<file path="src/rtl/fetch_pkg.sv">
// Shared definitions for the instruction fetch/realignment stage.
//   fetch_state_t : alignment state of the fetch stream
//   PARCEL_W      : width of one instruction parcel (halfword)
//   LEN32_CODE    : low two bits of a parcel that starts a 32-bit instruction
//   is_rvc()      : 1 when a parcel is a complete 16-bit (compressed) instruction
package fetch_pkg;

  typedef enum logic [1:0] {
    FS_EMPTY = 2'd0,  // pc on a word boundary, nothing buffered
    FS_HALF  = 2'd1,  // pc on a halfword, residue_q holds the parcel at pc
    FS_ALIGN = 2'd2   // redirected to a halfword, loading the residue
  } fetch_state_t;

  localparam int PARCEL_W = 16;
  localparam logic [1:0] LEN32_CODE = 2'b11;

  // Length is decided by the low two bits only; masking keeps every parcel bit
  // referenced so callers can hand over the whole parcel.
  function automatic logic is_rvc(input logic [PARCEL_W-1:0] parcel);
    logic [PARCEL_W-1:0] len_mask;
    len_mask = {{(PARCEL_W-2){1'b0}}, LEN32_CODE};
    return (parcel & len_mask) != len_mask;
  endfunction

endpackage

</file>
<file path="src/rtl/fetch_aligner.sv">
// Instruction fetch/realignment stage sitting directly after program memory.
// Drives a word address, consumes same-cycle combinational read data, and
// carves 16-bit (RVC) and 32-bit instructions out of the halfword stream,
// including 32-bit instructions that straddle a word boundary.
//
// Build option: RVC_ALIGN_EN. When undefined, every word is a 32-bit
// instruction, there is no residue buffer and redirect_pc[1:0] is ignored.
//
// Ports:
//   clk, reset_n           clock, asynchronous active-low reset
//   mem_addr   [31:0] out  word-aligned byte address to program memory
//   mem_rdata  [31:0] in   program memory data for mem_addr (same cycle)
//   redirect_valid    in   branch/jump redirect, beats everything else
//   redirect_pc [31:0] in  redirect target (bit 0 ignored)
//   out_valid / out_ready  instruction handshake towards decode
//   out_instr  [31:0] out  instruction, RVC zero-extended into [15:0]
//   out_pc     [31:0] out  byte PC of out_instr
//   out_is_compressed out  out_instr is a 16-bit instruction
//
// Handshake: out_valid/out_ready. An instruction transfers (fires) on a
// rising clk edge where both are 1. While out_valid=1 and out_ready=0 all
// outputs stay stable. out_valid never depends on out_ready.
module fetch_aligner
  import fetch_pkg::*;
#(
  parameter logic [31:0] RESET_PC = 32'h0000_0000
) (
  input  logic        clk,
  input  logic        reset_n,
  output logic [31:0] mem_addr,
  input  logic [31:0] mem_rdata,
  input  logic        redirect_valid,
  input  logic [31:0] redirect_pc,
  output logic        out_valid,
  input  logic        out_ready,
  output logic [31:0] out_instr,
  output logic [31:0] out_pc,
  output logic        out_is_compressed
);

  localparam logic [31:0] RESET_PC_W = RESET_PC & 32'hFFFF_FFFC;

  logic [31:0] pc_q, pc_d;
  logic [31:0] word_base;
  logic        fire;

  assign word_base = {pc_q[31:2], 2'b00};
  assign out_pc    = pc_q;

`ifdef RVC_ALIGN_EN

  fetch_state_t        state_q, state_d;
  logic [PARCEL_W-1:0] residue_q, residue_d;
  logic                cur_rvc;
  logic [31:0]         instr_raw;

  always_comb begin
    mem_addr          = word_base;
    cur_rvc           = 1'b0;
    instr_raw         = '0;
    // reset_n gating keeps out_valid low while reset is asserted.
    out_valid         = reset_n & ~redirect_valid & (state_q != FS_ALIGN);
    out_instr         = '0;
    out_is_compressed = 1'b0;

    case (state_q)
      FS_EMPTY: begin
        cur_rvc   = is_rvc(mem_rdata[15:0]);
        instr_raw = cur_rvc ? {16'h0000, mem_rdata[15:0]} : mem_rdata;
      end
      FS_HALF: begin
        // The residue is the low parcel; the next word supplies the rest.
        mem_addr  = word_base + 32'd4;
        cur_rvc   = is_rvc(residue_q);
        instr_raw = cur_rvc ? {16'h0000, residue_q} : {mem_rdata[15:0], residue_q};
      end
      default: ;
    endcase

    if (out_valid) begin
      out_instr         = instr_raw;
      out_is_compressed = cur_rvc;
    end
    fire = out_valid & out_ready;

    pc_d      = pc_q;
    state_d   = state_q;
    residue_d = residue_q;
    if (redirect_valid) begin
      pc_d      = redirect_pc & 32'hFFFF_FFFE;
      residue_d = '0;
      state_d   = redirect_pc[1] ? FS_ALIGN : FS_EMPTY;
    end else begin
      case (state_q)
        FS_ALIGN: begin
          residue_d = mem_rdata[31:16];
          state_d   = FS_HALF;
        end
        FS_EMPTY: begin
          if (fire) begin
            if (cur_rvc) begin
              pc_d      = pc_q + 32'd2;
              residue_d = mem_rdata[31:16];
              state_d   = FS_HALF;
            end else begin
              pc_d = pc_q + 32'd4;
            end
          end
        end
        FS_HALF: begin
          if (fire) begin
            if (cur_rvc) begin
              pc_d    = pc_q + 32'd2;
              state_d = FS_EMPTY;
            end else begin
              // Straddling instruction consumed; upper half becomes the residue.
              pc_d      = pc_q + 32'd4;
              residue_d = mem_rdata[31:16];
            end
          end
        end
        default: state_d = FS_EMPTY;
      endcase
    end
  end

  always_ff @(posedge clk or negedge reset_n) begin
    if (!reset_n) begin
      pc_q      <= RESET_PC_W;
      state_q   <= FS_EMPTY;
      residue_q <= '0;
    end else begin
      pc_q      <= pc_d;
      state_q   <= state_d;
      residue_q <= residue_d;
    end
  end

`else

  always_comb begin
    mem_addr          = word_base;
    out_valid         = reset_n & ~redirect_valid;
    out_instr         = out_valid ? mem_rdata : 32'h0000_0000;
    out_is_compressed = 1'b0;
    fire              = out_valid & out_ready;

    pc_d = pc_q;
    if (redirect_valid) begin
      pc_d = redirect_pc & 32'hFFFF_FFFC;
    end else if (fire) begin
      pc_d = pc_q + 32'd4;
    end
  end

  always_ff @(posedge clk or negedge reset_n) begin
    if (!reset_n) begin
      pc_q <= RESET_PC_W;
    end else begin
      pc_q <= pc_d;
    end
  end

`endif

endmodule

</file>
<file path="config.mk">
export PLATFORM = sky130hd
export DESIGN_NAME = fetch_aligner
export DESIGN_NICKNAME = d
export VERILOG_FILES = /design/src/rtl/fetch_pkg.sv /design/src/rtl/fetch_aligner.sv
export SDC_FILE = /design/constraint.sdc
export NUM_CORES = 1
export LEC_CHECK = 0
export CORE_UTILIZATION = 25
export CTS_CLUSTER_SIZE = 24
export DETAILED_ROUTE_END_ITERATION = 16
export SLEW_MARGIN = 20
export SYNTH_ARGS = -nofsm -noshare
export SYNTH_HDL_FRONTEND = slang
export SYNTH_SLANG_ARGS = --single-unit
</file>
<file path="constraint.sdc">
create_clock -name clk -period 4.5 [get_ports clk]
set_clock_uncertainty 0.15 [all_clocks]
set_input_delay 0.675 -clock clk [delete_from_list [all_inputs] [get_ports clk]]
set_output_delay 0.675 -clock clk [all_outputs]
set_load 0.03 [all_outputs]
</file>
* After elaboration in Yosys (flattened, before gate mapping)
Index checks and enable logic that the tools add are counted.
** Storage, ports and cells
- Word-level logic and storage cells :: 9
- Input bits :: 68
- Register bits :: 32
- Output and inout bits :: 98
** Cells by class
- Reduce and logical (&&, ||, !) cells :: 1
- Bitwise logic cells :: 3
- Muxes and demuxes :: 3
- Add/sub/neg operators :: 1
** Operator list (number)
- $mux W32 :: 3
- $add A32 B3 Y32 const B :: 1
- $and A1 B1 Y1 :: 2
- $reduce_bool A2 Y1 :: 1
- $not A1 Y1 :: 1

* Longest topological paths before layout
- Word-level depth :: 5
- Depth in mapped cells :: 6
- Mapped depth without buffers :: 6

* Worst setup path after synthesis
OpenSTA, ideal clock, no wires.
- Path type :: input-to-output
- Start :: in reset_n
- End :: out out_instr[22]
- Required time :: 3675 ps
- Arrival :: 1753 ps
- Cell stages on the path :: 3
- Path buffers :: 1
- Path slack :: 1922 ps
- Cell sequence :: nor2b_1 clkbuf_1 and2_1
** Between the ends
- Cells in the longest elaborated chain, start to end :: 2
** RTL lines
- from (decl) :: line fetch_aligner.sv:29 : input logic reset_n,
- $and A1 B1 Y1 :: line fetch_aligner.sv:143 : out_valid = reset_n & ~redirect_valid;
- via out_valid :: line fetch_aligner.sv:34 : output logic out_valid,
- $mux W32 :: line fetch_aligner.sv:144 : out_instr = out_valid ? mem_rdata : 32'h0000_0000;
- to (decl) :: line fetch_aligner.sv:36 : output logic [31:0] out_instr,
The timed path passes the listed nets, and every way through them passes these cells.

* Worst setup path after layout
- Start :: in reset_n
- End :: out out_instr[18]
** Between the ends
- Cells in the longest elaborated chain, start to end :: 2
** RTL lines (line)
- $and A1 B1 Y1 :: fetch_aligner.sv:143
- $mux W32 :: fetch_aligner.sv:144
No other way between the ends.

==> summary.md <==
| Metric | Value |
|---|---|
| Status | `complete, no violations` |
| CP max FO | `34` |
| Routed WL per cell | `13.5 um` |
| Reg2reg path depth | `6` |
| Die footprint | `0.00927 mm^2` |
| Worst r2r src | `out_pc[2]` |
| Ys Warns | `0` |
| DR DRC count | `0` |
| Worst setup EP type | `output port` |
| Multi-input logic area | `0.00118 mm^2` |
| Worst endpoint required time | `3.67 ns` |
| Number of inserted diodes | `0` |
| Cells after synthesis | `264` |
| Number of flip-flops in the largest register | `30` |
| Clk root buf | `clkbuf_8` |
| Share of layout cells above drive strength 1 | `0.0560` |
| R2R Path End | `out_pc[28]` |
| Initial DRT Pass Iterations | `6` |
| Critical path's top delay family | `buffers and inverters` |
| Initial Utilization | `0.256` |
| Post-CTS sizing | `0` |
| Fill count | `912` |
| Setup TNS | `0 ns` |
| Vias | `2222` |
| Fin nets | `461` |
| Final Cell Area | `0.00378 mm^2` |
| LEAKAGE | `1.46 nW` |
| Largest net degree at the start of global routing | `57` |
| Placed inst area | `0.00367 mm^2` |
| Power share of the clock group | `0.265` |
| Unrepaired setup endpoints after global routing | `no` |
| Async SR Flop Fraction | `1.00` |
| WL final | `6.77 mm` |
| Final Hold Viols | `0` |
| Slowest-stage cell, CP | `clkdlybuf4s50_1` |
| First DRT Iteration DRCs | `76` |
| Cts hold-fix bufs | `0` |
| Min Hold Slack | `0.137 ns` |
| Peak Freq | `322 MHz` |
| Final worst slack | `1.39 ns` |
| Number of global-route vias before repair | `2217` |
| Grt ovf | `0` |
| Critical Path AT | `2.28 ns` |
| Routed Antenna Nets | `0` |
| Reg2Reg Setup Slack | `2.21 ns` |
| Final setup fails | `0` |
| Post-synth EDFFs | `0` |
| Initial antenna violation count | `0` |
| CTS sink cnt | `30` |
| Crit Path Class | `in2out` |
| Clk slew on worst S/H paths | `0.07 ns` |
| Worst-path cell chain | `buf_2 > nor2b_1 > buf_4 > and2_1 > clkdlybuf4s50_1` |
| Avg Vias per Cell | `4.44` |
| Max Slew Vio Count | `0` |
| Hpwl dp | `5.39 mm` |
| Worst-Skew Late Latency | `0.28 ns` |
| Top FF cell, synth | `dfrtp_1` |
| First-pass GRT wire length | `10.5 mm` |
| Internal | `0.650 mW` |
| Post-CTS setup buffers | `0` |
| TritonCTS clock tree | `built` |
| CTS buffer count | `5` |
| # rows | `34` |
| Worst ir drop on vdd | `0.113 mV` |
| Yosys reg bits | `30` |
| Overall power | `1.01 mW` |
| IO buf count | `158` |
| Worst hold path class | `in2async` |
| Max cap viols | `0` |
| Gr usage total | `0.152` |
| Dpl ws | `1.36 ns` |
| Netlist cell types | `31` |
| Layout area overhead | `69.9%` |
| Post-Syn Area | `0.00222 mm^2` |
| Combinational fraction of design power | `0.401` |
| Seq pwr share | `0.335` |
| Sw frac | `0.358` |
| Die W | `96.3 um` |
| Sequential share of the synthesized area | `0.338` |
| H-tree levels | `2` |
| Post-route minimum period | `3.11 ns` |
| Slowest Stage Delay on Critical Path | `0.68 ns` |
| Net Switching | `0.362 mW` |
| Clk buf depth | `2` |
| Die height | `96.3 um` |
| Pwr dens | `268 mW/mm^2` |
| Mean Syn Cell Area | `8.42 um^2` |
| Sequential cell area | `751 um^2` |
| Worst-margin pin slew | `0.528 ns` |
| Final period util | `0.691` |
| Worst setup SP type | `primary input` |
| Core box area | `0.00868 mm^2` |
| Boundary pin count | `166` |
| RePlAce Congestion | `0.738` |
| Bufs and invs on worst path | `3` |
| Slew HR | `0.648` |
-- layout make-up --
cell class / count / share of cell area
Sequential cell: 30 / 0.199
Inverter: 3 / 0.00298
Multi-Input combinational cell: 191 / 0.312
Timing Repair Buffer: 161 / 0.422
Clock buffer: 7 / 0.0202
Clock inverter: 1 / 0.00795
Tap cell: 108 / 0.0358
-- cell usage after synthesis (3+ instances only) --
library cell | n | share of area
and2_1 | 35 | 0.099
clkbuf_1 | 9 | 0.015
xor2_1 | 21 | 0.083
inv_1 | 3 | 0.0051
nand3_1 | 10 | 0.023
buf_4 | 35 | 0.12
nand2_1 | 37 | 0.062
mux2_2 | 4 | 0.020
nor2_1 | 10 | 0.017
xnor2_1 | 8 | 0.032
o21ai_0 | 20 | 0.045
nand4_1 | 15 | 0.042
o21ai_1 | 4 | 0.0090
dfrtp_1 | 30 | 0.34
-- per-stage QoR --
step                instances   util
global route              501  0.435
global placement          493  0.423
CTS                       501  0.435
detailed placement        493  0.423
floorplan                 268      -
finish                    501  0.435
-- worst register-to-register path, cell delays in order (launching register included) --
cell	delay (ns)
dfrtp_1	0.45
ha_1	0.25
nand3_1	0.32
nor3_4	0.44
nand4_1	0.17
xnor2_1	0.16
mux2_2	0.25
-- kinds of logic (layout without fill, tap and decap cells) --
family,count (synthesis),after routing,synth area share
DFF,30,30,0.338
xor gates and xnor gates,29,29,0.114
muxes,5,5,0.0248
AOI/OAI and AO/OA,28,28,0.0664
and+or+nand+nor,123,123,0.311
adders and majority gates,1,1,0.00563
other,1,5,0.00169
buffers and inverters,47,172,0.139
-- power by group through the flow --
stage                     combinational [mW]  sequential, mW  clock, mW
after global placement                 0.407           0.343          0
after detailed placement               0.409           0.345          0
after global routing                   0.433           0.346      0.289
after CTS                              0.410           0.340      0.281
final                                  0.405           0.338      0.268
after floorplan                        0.193           0.387          0
-- worst max-delay path by stage --
stage | slack [ns] | cells past startpoint | from | end
CTS | 1.36 | 5 | reset_n | out_instr[15]
detailed placement | 1.36 | 5 | reset_n | out_instr[15]
floorplan | 1.92 | 3 | reset_n | out_instr[22]
finish | 1.39 | 5 | reset_n | out_instr[18]
global placement | 1.37 | 5 | reset_n | out_instr[15]
global route | 1.24 | 5 | reset_n | out_instr[18]
-- per-layer routing --
layer	track usage	wire, um	vias to the layer above
met1	0.159	2600	1011
met3	0.0585	645	5
li1	-	-	1096
met5	0	0	-
met2	0.284	3460	110
met4	0.0336	59	0
-- placed cells by master (no fill, tap or decap), types with 2 or more instances in the layout --
cell,synthesis,final
o221ai_1,2,2
nand2_1,37,37
dfrtp_1,30,30
a21oi_1,2,2
nor2_1,10,10
xor2_1,21,21
clkdlybuf4s50_1,0,156
nor4_1,2,2
and3_1,2,2
o21ai_1,4,4
nand3_2,2,2
xnor2_1,8,8
clkbuf_1,9,2
nand3_1,10,10
buf_2,0,2
mux2_2,4,4
o21ai_0,20,20
nand4_1,15,15
inv_1,3,3
nor2b_1,2,2
conb_1,1,5
clkbuf_8,0,5
and2_1,35,35
buf_4,35,3
Power figures use the tool's default switching activity.
